## src/rtl/mem_access_unit.sv

```systemverilog
// mem_access_unit: MEM-stage initiator for the word-addressed data memory.
// Converts byte/half/word loads and stores into word transactions on a
// req/ready port, using read-modify-write for sub-word stores, and stalls
// the pipeline until each access retires.
module mem_access_unit #(
  parameter int unsigned MEM_WORDS = 32
) (
  input  logic        clock,
  input  logic        reset,
  input  logic        op_rd,
  input  logic        op_wr,
  input  logic [1:0]  op_size,
  input  logic        op_unsigned,
  input  logic [31:0] op_addr,
  input  logic [31:0] op_wdata,
  output logic        stall,
  output logic [31:0] load_data,
  output logic        load_valid,
  output logic        fault,
  output logic        mem_req,
  output logic        mem_we,
  output logic [29:0] mem_waddr,
  output logic [31:0] mem_wdata,
  input  logic [31:0] mem_rdata,
  input  logic        mem_ready
);

  typedef enum logic [2:0] {
    IDLE,
    RD,
    RMW_RD,
    WR,
    DONE
  } state_e;

  typedef enum logic [1:0] {
    SZ_BYTE = 2'b00,
    SZ_HALF = 2'b01,
    SZ_WORD = 2'b10,
    SZ_ILL  = 2'b11
  } size_e;

  localparam logic [31:0] ADDR_LIMIT = 32'(MEM_WORDS * 4);

  state_e      state_q, state_d;
  logic [31:0] addr_q, addr_d;
  size_e       size_q, size_d;
  logic        unsigned_q, unsigned_d;
  logic        load_q, load_d;
  logic [31:0] mem_wdata_q, mem_wdata_d;
  logic [31:0] load_data_q, load_data_d;
  logic        fault_q, fault_d;

  logic        op_valid;
  logic        op_illegal;
  logic        op_legal;
  logic [4:0]  lane_shamt;
  logic [31:0] rd_shift;
  logic [31:0] rd_ext;
  logic [31:0] lane_mask;
  logic [31:0] lane_data;
  logic [31:0] rmw_merged;

  // Classify the incoming op: any alignment, size, range or rd&wr violation faults.
  always_comb begin
    op_valid   = op_rd | op_wr;
    op_illegal = (op_rd & op_wr)
               | (op_size == SZ_ILL)
               | ((op_size == SZ_HALF) & op_addr[0])
               | ((op_size == SZ_WORD) & (|op_addr[1:0]))
               | (op_addr >= ADDR_LIMIT);
    op_legal   = op_valid & ~op_illegal;
  end

  // Lane extraction and extension for loads, lane merge for sub-word stores.
  always_comb begin
    lane_shamt = {addr_q[1:0], 3'b000};
    rd_shift   = mem_rdata >> lane_shamt;
    case (size_q)
      SZ_BYTE: rd_ext = unsigned_q ? {24'h0, rd_shift[7:0]}
                                   : {{24{rd_shift[7]}}, rd_shift[7:0]};
      SZ_HALF: rd_ext = unsigned_q ? {16'h0, rd_shift[15:0]}
                                   : {{16{rd_shift[15]}}, rd_shift[15:0]};
      default: rd_ext = rd_shift;
    endcase
    if (size_q == SZ_HALF) begin
      lane_mask = 32'h0000_FFFF << lane_shamt;
      lane_data = {16'h0, mem_wdata_q[15:0]} << lane_shamt;
    end else begin
      lane_mask = 32'h0000_00FF << lane_shamt;
      lane_data = {24'h0, mem_wdata_q[7:0]} << lane_shamt;
    end
    rmw_merged = (mem_rdata & ~lane_mask) | lane_data;
  end

  // Next-state, operand latching and per-state outputs.
  // mem_wdata_q holds the raw store data until the RMW read returns, then the merged word.
  always_comb begin
    state_d     = state_q;
    addr_d      = addr_q;
    size_d      = size_q;
    unsigned_d  = unsigned_q;
    load_d      = load_q;
    mem_wdata_d = mem_wdata_q;
    load_data_d = load_data_q;
    fault_d     = 1'b0;
    stall       = 1'b0;
    mem_req     = 1'b0;
    mem_we      = 1'b0;
    load_valid  = 1'b0;
    case (state_q)
      IDLE: begin
        if (op_legal) begin
          stall      = 1'b1;
          addr_d     = op_addr;
          size_d     = size_e'(op_size);
          unsigned_d = op_unsigned;
          load_d     = op_rd;
          if (op_rd) begin
            state_d = RD;
          end else begin
            mem_wdata_d = op_wdata;
            state_d     = (op_size == SZ_WORD) ? WR : RMW_RD;
          end
        end else if (op_valid) begin
          fault_d = 1'b1;
        end
      end
      RD: begin
        stall   = 1'b1;
        mem_req = 1'b1;
        if (mem_ready) begin
          load_data_d = rd_ext;
          state_d     = DONE;
        end
      end
      RMW_RD: begin
        stall   = 1'b1;
        mem_req = 1'b1;
        if (mem_ready) begin
          mem_wdata_d = rmw_merged;
          state_d     = WR;
        end
      end
      WR: begin
        stall   = 1'b1;
        mem_req = 1'b1;
        mem_we  = 1'b1;
        if (mem_ready) begin
          state_d = DONE;
        end
      end
      DONE: begin
        load_valid = load_q;
        state_d    = IDLE;
      end
      default: begin
        state_d = IDLE;
      end
    endcase
  end

  // State and datapath registers with synchronous active-high reset.
  always_ff @(posedge clock) begin
    if (reset) begin
      state_q     <= IDLE;
      addr_q      <= '0;
      size_q      <= SZ_BYTE;
      unsigned_q  <= 1'b0;
      load_q      <= 1'b0;
      mem_wdata_q <= '0;
      load_data_q <= '0;
      fault_q     <= 1'b0;
    end else begin
      state_q     <= state_d;
      addr_q      <= addr_d;
      size_q      <= size_d;
      unsigned_q  <= unsigned_d;
      load_q      <= load_d;
      mem_wdata_q <= mem_wdata_d;
      load_data_q <= load_data_d;
      fault_q     <= fault_d;
    end
  end

  assign mem_waddr = addr_q[31:2];
  assign mem_wdata = mem_wdata_q;
  assign load_data = load_data_q;
  assign fault     = fault_q;

endmodule
```

## config.mk

```make
export PLATFORM = sky130hd
export DESIGN_NAME = mem_access_unit
export DESIGN_NICKNAME = d
export VERILOG_FILES = /design/src/rtl/mem_access_unit.sv
export SDC_FILE = /design/constraint.sdc
export NUM_CORES = 1
export LEC_CHECK = 0
export CAP_MARGIN = 20
export CORE_ASPECT_RATIO = 0.7
export CORE_MARGIN = 2
export CORE_UTILIZATION = 36
export DETAILED_ROUTE_END_ITERATION = 10
export GPL_TIMING_DRIVEN = 0
export PLACE_DENSITY = 0.68
export SKIP_CTS_REPAIR_TIMING = 1
export SYNTH_ARGS = -nofsm -noshare
export SYNTH_HDL_FRONTEND = slang
export SYNTH_SLANG_ARGS = --single-unit
```

## constraint.sdc

```tcl
create_clock -name clock -period 2.05 [get_ports clock]
set_input_delay 0.41 -clock clock [delete_from_list [all_inputs] [get_ports clock]]
set_output_delay 0.41 -clock clock [all_outputs]
set_load 0.02 [all_outputs]
```

==> impl_metrics.yaml <==
global_routing:
  grt_overflow: 0
  use_met2_pct: 34.2
  grt_max_degree: 19
  grt.total_usage_pct: 23.7
  antenna_found_initial: 0
  use_met1_pct: 33.7
  grt_use_met3_pct: 8.70
  grt.busiest_layer: "met2"
  grt_pass1_wl_um: 29900
  grt_pass1_vias: 5260
placed_design:
  gp_congestion: 0.904
  portBuffers: 201
  place_hpwl_um: 15300
  dp_cells: 1039
  dpl_cell_area_um2: 7760
clock_network:
  cts.sink_count: 104
  htreeDepth: 3
  clockRootBuffer: "clkbuf_16"
  clkTransAtPathRegs_ps: 70
  ctsLongestPathBuffers: 2
  insertion_delay_ps: 350
  numCtsBuffers: 9
  cts_tree: "built"
sta:
  hold_violations: 0
  tightest_slew_ps: 581
  slew_headroom_pct: 61.0
  finalCriticalPeriod_ps: 2000
  fmax_ghz: 0.499
  timing.final.max_slew_violations: 0
  fin_skew_ps: 7.90
  setup_violations: 0
  fin_crit_sh_pct: 97.7
  tns_ps: 0
route:
  drtIter0Drc: 472
  detail-route-antenna-nets: 0
  num_vias: 5562
  drt-total-wl_um: 20100
  viasPerCell: 5.26
  first_pass_iters: 5
  drc_errors: 0
  wl_per_cell_um: 19.0
synth:
  synth_top_area_cell: "dfxtp_1"
  synth_edf_count: 0
  yosys-top-cells-area: "dfxtp_1, mux2i_1, mux2_4"
  avgSynthCellArea_um2: 8.57
  yosysSeqAreaShare_pct: 37.8
  ys_seq_elements: 104
  synth_top_cell_area_share_pct: 37.8
  yosysWarnings: 0
  async_flop_share_pct: 0
  synth.most_common_cell: "dfxtp_1"
  ys.flop_type: "dfxtp_1"
  syn_area_um2: 5510
  synthCells: 643
  ys_types: 43
  synth_common_cells: "dfxtp_1, nand2_1, a21oi_1, mux2i_1, o21ai_0"
  synth_nets: 747
die:
  rows: 37
  fp.dieH_um: 107
  start_util_pct: 37.2
  dieArea_um2: 16300
  fp.coreArea_um2: 14800
  die_w_um: 152
  ios: 203
finish:
  post-route-cell-area_um2: 8410
  final_cell_count_no_fill: 1057
  post-route-util_pct: 56.7
  drive_above_1_share_pct: 16.6
  area_delta_synth_final_pct: 52.6
  nNetsFinal: 961
  diodes: 0
setup_path:
  worstSetupStartpoint: "state_q[1]"
  critPathMaxFanout: 7
  arrival_ps: 1590
  critPathCaptureType: "output port"
  rrSetupSlack_ps: 60
  path_cells: "nor2_4 -> nor2_1 -> clkdlybuf4s50_1"
  required_ps: 1640
  rr_worst_depth: 8
  r2r-start: "state_q[2]"
  max_stage_delay_ps: 620
  crit_path_start_kind: "register"
  crit_type: "reg2out"
  cp_slowest_cell: "clkdlybuf4s50_1"
  worst_r2r_endpoint: "mem_wdata[27]"
hold_path:
  hold_path_class: "in2reg"
  hold_depth: 3
  whs_endpoint: "size_q[1]"
  holdCritStartpoint: "op_size[1]"
pwr:
  power_w: 0.00410
  power.density_nw_per_um2: 488
  irDropWorstVdd_mv: 0.368
  p_leak_nw: 3.27
flow_run:
  drv_cap: 0
status:
  status: "completed"
[registers in the layout, summed over array words and instances, names as in the netlist]
name and flops:
addr_q 32, fault 1, load_data 32, load_q 1
mem_wdata 32, size_q 2, state_q 3, unsigned_q 1
[power breakdown]
part           switching, W  internal (W)
sequential      0.000000512       0.00202
clock              0.000833      0.000840
combinational      0.000186      0.000221
total               0.00102       0.00308
[cell usage in the layout (no fill, tap or decap), drive strengths merged, types with 32 or more instances in the layout]
cell type,netlist,layout
a21oi,53,53
buf,51,48
clkbuf,31,47
clkdlybuf4s50,0,166
dfxtp,104,104
dlymetal6s2s,0,33
mux2,32,32
mux2i,51,51
nand2,55,55
nand3,32,32
nor2,44,44
o21ai,48,48
[stage by stage]
| step | setup slack [ps] | hold WS [ps] |
|---|---|---|
| floorplan | 70.0 | 431 |
| global route | -33.4 | 413 |
| detailed placement | -770 | 445 |
| global placement | -721 | 445 |
| finish | 47.6 | 380 |
| CTS | -775 | 462 |
[area by class of cell]
class / count / area (um2)
repair buffers: 205 / 2150
inverters: 6 / 22.5
well taps: 195 / 244
clock inverters: 7 / 55.1
fillers: 1361 / 6410
clock buffers: 9 / 225
multi-input cells: 451 / 3110
flip-flops and latches: 104 / 2090
plain buffers: 80 / 515
[worst max-delay path: cells and delay by family, from the launching register on]
kind | cells | cell delay, ps
buf+inv | 1 | 620
simple gates | 2 | 170
flops | 1 | 460
[worst max path at each step]
stage	endpoint	slack, ps	cells past startpoint
after detailed placement	stall	-770	6
final	mem_req	50	3
after CTS	stall	-780	6
after floorplan	mem_wdata[10]	70	8
after global routing	mem_wdata[27]	-30	9
after global placement	stall	-720	6
[logic make-up (layout without fill, tap and decap cells)]
kind of cell	count (synthesis)	in the layout	share of synthesized area (%)
compound gates	147	147	15.9
xor+xnor	1	1	0.159
buf+inv	88	307	8.91
mux	83	83	17.2
simple gates	220	220	20.0
flops	104	104	37.8
[layer usage]
metal  up-vias  wire [um]
li1       2657          -
met1      2556       9430
met2       322       8070
met3        27       2390
met4         0        236
met5         -          0
No activity file was read; power rests on OpenSTA's default activity.
